<file path="src/rtl/forward_hazard_unit.sv">
// Forwarding and load-use hazard unit for a classic five-stage pipeline.
// Keeps its own shadow copy of the ID/EX, EX/MEM and MEM/WB control fields.
//
// Ports:
//   inClk, inRstN       clock, asynchronous active-low reset
//   inId*               fields of the instruction currently in ID
//   inFlush             taken branch/jump in EX squashes the ID instruction
//   outForwardA/B       EX operand selects (00 regfile, 10 EX/MEM, 01 WB)
//   outStall            load-use stall this cycle
//   outPcWrite          PC update enable
//   outIfIdWrite        IF/ID register write enable
//   outIdExBubble       zero the control fields of the datapath ID/EX register
//   outStallCount       saturating count of stall cycles
module forward_hazard_unit (
    input  logic        inClk,
    input  logic        inRstN,
    input  logic [4:0]  inIdRs,
    input  logic [4:0]  inIdRt,
    input  logic [4:0]  inIdDest,
    input  logic        inIdRegWrite,
    input  logic        inIdMemRead,
    input  logic        inIdUsesRt,
    input  logic        inIdValid,
    input  logic        inFlush,
    output logic [1:0]  outForwardA,
    output logic [1:0]  outForwardB,
    output logic        outStall,
    output logic        outPcWrite,
    output logic        outIfIdWrite,
    output logic        outIdExBubble,
    output logic [15:0] outStallCount
);

    typedef struct packed {
        logic [4:0] rs;
        logic [4:0] rt;
        logic [4:0] dest;
        logic       regWrite;
        logic       memRead;
    } idex_t;

    typedef struct packed {
        logic [4:0] dest;
        logic       regWrite;
        logic       memRead;
    } exmem_t;

    typedef struct packed {
        logic [4:0] dest;
        logic       regWrite;
    } memwb_t;

    localparam logic [1:0] FWD_RF  = 2'b00;
    localparam logic [1:0] FWD_MEM = 2'b10;
    localparam logic [1:0] FWD_WB  = 2'b01;
    localparam logic [15:0] CNT_MAX = 16'hFFFF;

    idex_t       r_idex;
    exmem_t      r_exmem;
    memwb_t      r_memwb;
    logic [15:0] r_stall_cnt;

    idex_t       w_idex_next;
    logic        w_load_in_ex;
    logic        w_rs_hit;
    logic        w_rt_hit;
    logic        w_stall;
    logic        w_issue;

    // A load result is not available in EX/MEM, so only ALU results
    // are taken from there; the WB mux covers both ALU and load data.
    function automatic logic [1:0] fwd_sel(
        input logic [4:0] src,
        input exmem_t     em,
        input memwb_t     mw
    );
        logic w_mem_hit;
        logic w_wb_hit;
        w_mem_hit = em.regWrite && !em.memRead &&
                    (em.dest != 5'd0) && (em.dest == src);
        w_wb_hit  = mw.regWrite && (mw.dest != 5'd0) &&
                    (mw.dest == src);
        if (w_mem_hit)
            fwd_sel = FWD_MEM;
        else if (w_wb_hit)
            fwd_sel = FWD_WB;
        else
            fwd_sel = FWD_RF;
    endfunction

    // Selects come only from the shadow stages.
    assign outForwardA = fwd_sel(r_idex.rs, r_exmem, r_memwb);
    assign outForwardB = fwd_sel(r_idex.rt, r_exmem, r_memwb);

    assign w_load_in_ex = r_idex.memRead && (r_idex.dest != 5'd0);
    assign w_rs_hit     = (r_idex.dest == inIdRs);
    assign w_rt_hit     = inIdUsesRt && (r_idex.dest == inIdRt);

    // A flush kills the ID instruction, so it can never cause a stall.
    assign w_stall = inIdValid && !inFlush && w_load_in_ex &&
                     (w_rs_hit || w_rt_hit);

    assign w_issue = inIdValid && !w_stall && !inFlush;

    always_comb begin
        w_idex_next = '0;
        if (w_issue) begin
            w_idex_next.rs       = inIdRs;
            w_idex_next.rt       = inIdRt;
            w_idex_next.dest     = inIdDest;
            w_idex_next.regWrite = inIdRegWrite;
            w_idex_next.memRead  = inIdMemRead;
        end
    end

    always_ff @(posedge inClk or negedge inRstN) begin
        if (!inRstN) begin
            r_idex  <= '0;
            r_exmem <= '0;
            r_memwb <= '0;
        end else begin
            r_idex           <= w_idex_next;
            r_exmem.dest     <= r_idex.dest;
            r_exmem.regWrite <= r_idex.regWrite;
            r_exmem.memRead  <= r_idex.memRead;
            r_memwb.dest     <= r_exmem.dest;
            r_memwb.regWrite <= r_exmem.regWrite;
        end
    end

    always_ff @(posedge inClk or negedge inRstN) begin
        if (!inRstN)
            r_stall_cnt <= 16'd0;
        else if (w_stall && (r_stall_cnt != CNT_MAX))
            r_stall_cnt <= r_stall_cnt + 16'd1;
    end

    assign outStall      = w_stall;
    assign outPcWrite    = !w_stall;
    assign outIfIdWrite  = !w_stall;
    assign outIdExBubble = w_stall || inFlush;
    assign outStallCount = r_stall_cnt;

endmodule

</file>
<file path="config.mk">
export PLATFORM = sky130hd
export DESIGN_NAME = forward_hazard_unit
export DESIGN_NICKNAME = d
export VERILOG_FILES = /design/src/rtl/forward_hazard_unit.sv
export SDC_FILE = /design/constraint.sdc
export NUM_CORES = 1
export LEC_CHECK = 0
export ABC_CLOCK_PERIOD_IN_PS = 4000
export BUFFER_PORTS_ARGS = -buffer_cell sky130_fd_sc_hd__buf_2
export CORE_ASPECT_RATIO = 1.4
export CORE_MARGIN = 2
export CORE_UTILIZATION = 35
export CTS_CLUSTER_DIAMETER = 80
export CTS_CLUSTER_SIZE = 20
export DETAILED_ROUTE_END_ITERATION = 16
export GPL_ROUTABILITY_DRIVEN = 1
export PLACE_DENSITY = 0.61
export SLEW_MARGIN = 20
export SYNTH_ARGS = -nofsm -noshare
export SYNTH_HDL_FRONTEND = slang
export SYNTH_SLANG_ARGS = --single-unit
</file>
<file path="constraint.sdc">
create_clock -name inClk -period 4 [get_ports inClk]
set_input_delay 0.8 -clock inClk [delete_from_list [all_inputs] [get_ports inClk]]
set_output_delay 0.8 -clock inClk [all_outputs]
set_load 0.01 [all_outputs]
</file>
==> results.cfg, run 1 <==
[place]
gp_congestion = 0.7793
io_buffers = 45
hpwl_um = 3311

[worst_setup_path]
crit_path_start_kind = register
cp_top_family = simple AND/OR/NAND/NOR gates
crit_top_cell = nor4_1
cp_slowest_cell = or4_1
critPathKind = register to output pin
critPathMaxStageDelay_ns = 0.54
critical_path.max_fanout = 4
critical_path_buf_inv_count = 1
path_cells = or4_1 > o21ai_0 > nor4_1 > nor4_1 > buf_2
crit_arrival_ns = 2.12
required_ns = 3.20
endpoint_kind = output pin

[grt]
grt_overflow = 0
antenna_found_initial = 0
grt_pass1_wl_um = 7389
gr-usage-all-layers_pct = 13.72
grt_max_degree = 47
grt_pass1_vias = 1581

[timing]
slew_headroom_pct = 61.94
finalHoldViolCount = 0
rsz0062_at_grt = false
fin_crit_sh_pct = 72.95
worstMarginPinSlew_ns = 0.5710
clock_skew_ns = 0.006390
finalSetupTns_ns = 0
layout_min_cycle_time_ns = 2.918
slew_viol_final = 0
setup_violations = 0
timing.hold.ws_ns = 0.3607
fmaxAchievable_mhz = 342.7

[logic_synthesis]
synth_common_cells = dfrtp_1, xnor2_1, nand3_1, and2_2, xor2_1
synth_ff_type = dfrtp_1
synth.avg_cell_area_sq_um = 11.60
synthTopCellsByArea = dfrtp_1, xnor2_1, xor2_1
netlist_area_sq_mm = 0.002157
synth_area_leader_cell = dfrtp_1
yosys_warnings = 0
synthDistinctLibCells = 32
syn_nets = 209
synth_seq_cells = 46
synth_top_cell_area_share_pct = 53.36
async_flop_share_pct = 100.0
yosysMostFrequentCell = dfrtp_1
ys_seq_area_share_pct = 53.36
postSynthCellCount = 186
synth_edf_count = 0

[detailed_routing]
drt-total-wl_um = 4330
drt_iter0_drc = 77
final_antenna_net_count = 0
vias = 1506
drtPass1Iterations = 5
drc_errors = 0
wire_per_inst_um = 14.15
vias_per_cell = 4.922

[clock_tree]
cts_buffers = 5
clkSinkCount = 46
clock_latency_ns = 0.29
cts_resized = 0
cts_root_buffer = clkbuf_8
cts_tree = built
clk_pin_slew_ns = 0.09
cts.htree.levels = 2
clock_path_buffers = 2
post_cts_buffers = 0
ctsHoldBuffers = 0

[layout]
antenna_cells = 0
fin_nets = 258
synthToLayoutAreaGrowth_pct = 17.52
n_fill_cell = 577
layout-drive-gt1-share_pct = 32.63

[floorplanning]
die_h_um = 96.89
die_x_um = 70.35
dieArea_sq_mm = 0.006816
boundaryPins = 46
fp.coreArea_sq_mm = 0.005904
row_count = 33
start_util_pct = 36.53

[pwr]
peakVddDrop_v = 0.0001592
p_leak_nw = 1.257
power_density_mw_per_mm2 = 328.8

[outcome]
outcome = finished clean

[worst_hold_path]
hold_path.class = register to register

[flow_run]
cap_violations = 0
layer usage:
| metal | vias up | wire length [um] | global-route usage [%] |
|---|---|---|---|
| met5 | - | 0 | 0 |
| met4 | 0 | 88 | 5.325 |
| met3 | 6 | 148 | 2.604 |
| met2 | 35 | 2301 | 24.46 |
| met1 | 727 | 1792 | 15.94 |
| li1 | 738 | - | - |
cells in the final DEF (no fill, tap or decap), types with 3 or more instances in the layout:
master / instances
and3_1: 4
nand3_1: 16
clkbuf_8: 5
and2_2: 15
xor2_1: 14
nand2b_1: 3
xnor2_1: 28
nand2_1: 7
buf_2: 44
or4_1: 4
nor4_1: 5
and2_1: 4
nor2_1: 3
nand4_1: 8
o21ai_0: 3
nor3_1: 4
dfrtp_1: 46
flip-flops by register name, indices dropped and copies added, names as in the netlist:
| signal | flops |
|---|---|
| outStallCount | 16 |
| r_memwb | 6 |
| r_exmem | 7 |
| r_idex | 17 |
cell families (layout without fill, tap and decap cells):
family,count (synthesis),after routing,synth area share [%]
AO/OA/AOI/OAI,10,10,3.539
buffers and inverters,5,55,1.798
flip-flops,46,46,53.36
XOR/XNOR,42,42,17.05
multiplexers,2,2,1.044
adder cells (fa/ha/maj),1,1,0.5800
AND/OR/NAND/NOR,80,80,22.62
final timing paths:
path                                  from           endpoint  slack (ns)  depth (start not counted)
worst max-delay path            r_exmem[3]     outForwardA[0]        1.08                          5
worst min-delay path             r_idex[1]         r_exmem[1]        0.36                          0
worst max register to register   r_idex[4]  outStallCount[12]        1.84                          5
worst min register to register   r_idex[1]         r_exmem[1]        0.36                          0
max in group asynchronous           inRstN   outStallCount[9]        3.12                          1
min in group asynchronous           inRstN          r_idex[5]        0.50                          1
cell type report:
cell class                 instances  area [sq um]  area share [%]
clock buffer                       5         68.82           2.715
sequential                        46          1151           45.41
tap                               70         87.58           3.455
inverter                           1         3.754          0.1481
multi-input combinational        135         967.2           38.15
timing repair buffer              46         235.2           9.279
clock inverter                     3         21.27          0.8391
through the flow:
stage	cell area [sq um]	utilization (%)	std cells	setup slack, ns	total power, mW
after floorplan	2157	-	186	1.432	0.5352
after global placement	2442	41.36	298	1.249	0.5671
after detailed placement	2442	41.36	298	1.241	0.5681
after CTS	2532	42.89	306	1.049	0.8487
after global routing	2535	42.93	306	0.9510	0.8795
final	2535	42.93	306	1.082	0.8336
power breakdown:
part           switching, mW  internal, mW  total, mW
Combinational         0.0340        0.0336     0.0675
Clock                  0.154         0.123      0.277
Sequential            0.0126         0.477      0.489
Total                  0.200         0.633      0.834
No activity file was read; power rests on OpenSTA's default activity.
==> run 2: changes to the inputs <==
- ABC_CLOCK_PERIOD_IN_PS: 4000 -> 2600
- PLACE_DENSITY: 0.61 -> 0.63
- clock period: 4 -> 2.6 ns (I/O delays scaled with it)
==> results.cfg, run 2 (synthesis results as in run 1) <==
[clock_tree]
cts.htree.levels = 2
clkSinkCount = 46
post_cts_buffers = 0
cts_root_buffer = clkbuf_8
clock_path_buffers = 2
cts_tree = built
cts_buffers = 5
clock_latency_ns = 0.29
clk_pin_slew_ns = 0.08

[floorplanning]
boundaryPins = 46
fp.coreArea_sq_mm = 0.005904
dieArea_sq_mm = 0.006816
start_util_pct = 36.53
die_h_um = 96.89
die_x_um = 70.35
row_count = 33

[timing]
setup_violations = 0
fin_crit_sh_pct = 93.67
slew_headroom_pct = 66.20
clock_skew_ns = 0.006069
fmaxAchievable_mhz = 410.6
finalHoldViolCount = 0
finalSetupTns_ns = 0
layout_min_cycle_time_ns = 2.435
slew_viol_final = 0
rsz0062_at_grt = false
worstMarginPinSlew_ns = 0.5017

[grt]
grt_max_degree = 22
gr-usage-all-layers_pct = 13.66
grtUsageMet2_pct = 24.75
globalRouteMet3Util_pct = 2.813
grt_overflow = 0
top_usage_layer = met2
antenna_found_initial = 0
met1_usage_pct = 15.74
grt_pass1_wl_um = 7424
grt_pass1_vias = 1603

[flow_run]
cap_violations = 0

[worst_hold_path]
hold_path.class = input port to async pin

[layout]
n_fill_cell = 577
layout_commonest_cell = dfrtp_1
layout_common_cells = dfrtp_1, buf_2, xnor2_1, nand3_1, and2_2
largest_reg_flops = 17
fin_util_pct = 43.25
regMostFlops = r_idex
layout-drive-gt1-share_pct = 33.61
fin_nets = 260
antenna_cells = 0
synthToLayoutAreaGrowth_pct = 18.39

[detailed_routing]
vias_per_cell = 4.984
drt-total-wl_um = 4365
drtPass1Iterations = 4
drt_iter0_drc = 68
drc_errors = 0
final_antenna_net_count = 0
vias = 1535
wire_per_inst_um = 14.17

[place]
io_buffers = 45
gp_congestion = 0.8565
hpwl_um = 3443

[worst_setup_path]
crit_arrival_ns = 1.92
critPathKind = register to output pin
endpoint_kind = output pin
crit_path_start_kind = register
required_ns = 2.08
critical_path.max_fanout = 11

[outcome]
outcome = finished clean

[pwr]
peakVddDrop_v = 0.0002817
power_density_mw_per_mm2 = 507.9
p_leak_nw = 1.271
-- run 2: changes by cell type in the layout (fill, tap and decap cells not counted), sizes merged --
cell      previous run  this run
clkinvlp             1         0
clkinv               2         1
clkbuf               5         7
buf                 46        48
-- run 2: layout make-up --
type | instances | area (sq um) | share of cell area, %
Sequential cell | 46 | 1151 | 45.08
Multi-Input combinational cell | 135 | 972.2 | 38.07
Timing Repair Buffer | 48 | 247.7 | 9.701
Tap cell | 70 | 87.58 | 3.430
Clock buffer | 7 | 86.33 | 3.381
Clock inverter | 1 | 5.005 | 0.1960
Inverter | 1 | 3.754 | 0.1470
-- run 2: per-stage QoR --
step / total power [mW] / hold slack [ns] / cells / setup WS (ns) / cell area, sq um
global placement: 0.8764 / 0.3328 / 300 / 0.4047 / 2457
finish: 1.297 / 0.09257 / 308 / 0.1647 / 2554
CTS: 1.318 / 0.09137 / 308 / 0.06047 / 2549
floorplan: 0.8234 / 0.2244 / 186 / 0.3874 / 2157
global route: 1.362 / 0.1017 / 308 / 0.03226 / 2554
detailed placement: 0.8779 / 0.3418 / 300 / 0.3864 / 2457
-- run 2: final timing paths --
path / from / to / slack, ns / cells past startpoint
min in group inClk: r_idex[1] / r_exmem[1] / 0.36 / 0
max in group asynchronous: inRstN / outStallCount[7] / 1.96 / 2
setup reg to reg: r_idex[3] / outStallCount[12] / 0.54 / 5
hold reg to reg: r_idex[1] / r_exmem[1] / 0.36 / 0
setup / recovery: r_idex[3] / outIdExBubble / 0.16 / 5
hold / removal: inRstN / r_memwb[4] / 0.09 / 1
-- run 2: metal layers --
metal	share of wire [%]	wire (um)
met1	40	1753
met4	2.5	107
met5	0	0
met3	3.9	169
met2	53	2334
-- run 2: what timing repair did --
item,CTS,global route
hold buffers,0,0
resized for setup,0,3
setup endpoints to repair,0,3
-- run 2: worst max-delay path, stage by stage, from the launching register on --
cell and delay [ns]:
dfrtp_1 0.43, or4_4 0.56, o21a_2 0.30, nand2_1 0.15
nand2b_1 0.06, buf_2 0.13
-- run 2: power by group --
part           internal, mW  switching, mW
Clock                 0.215          0.222
Sequential            0.733         0.0191
Combinational        0.0534         0.0545
Total                  1.00          0.296
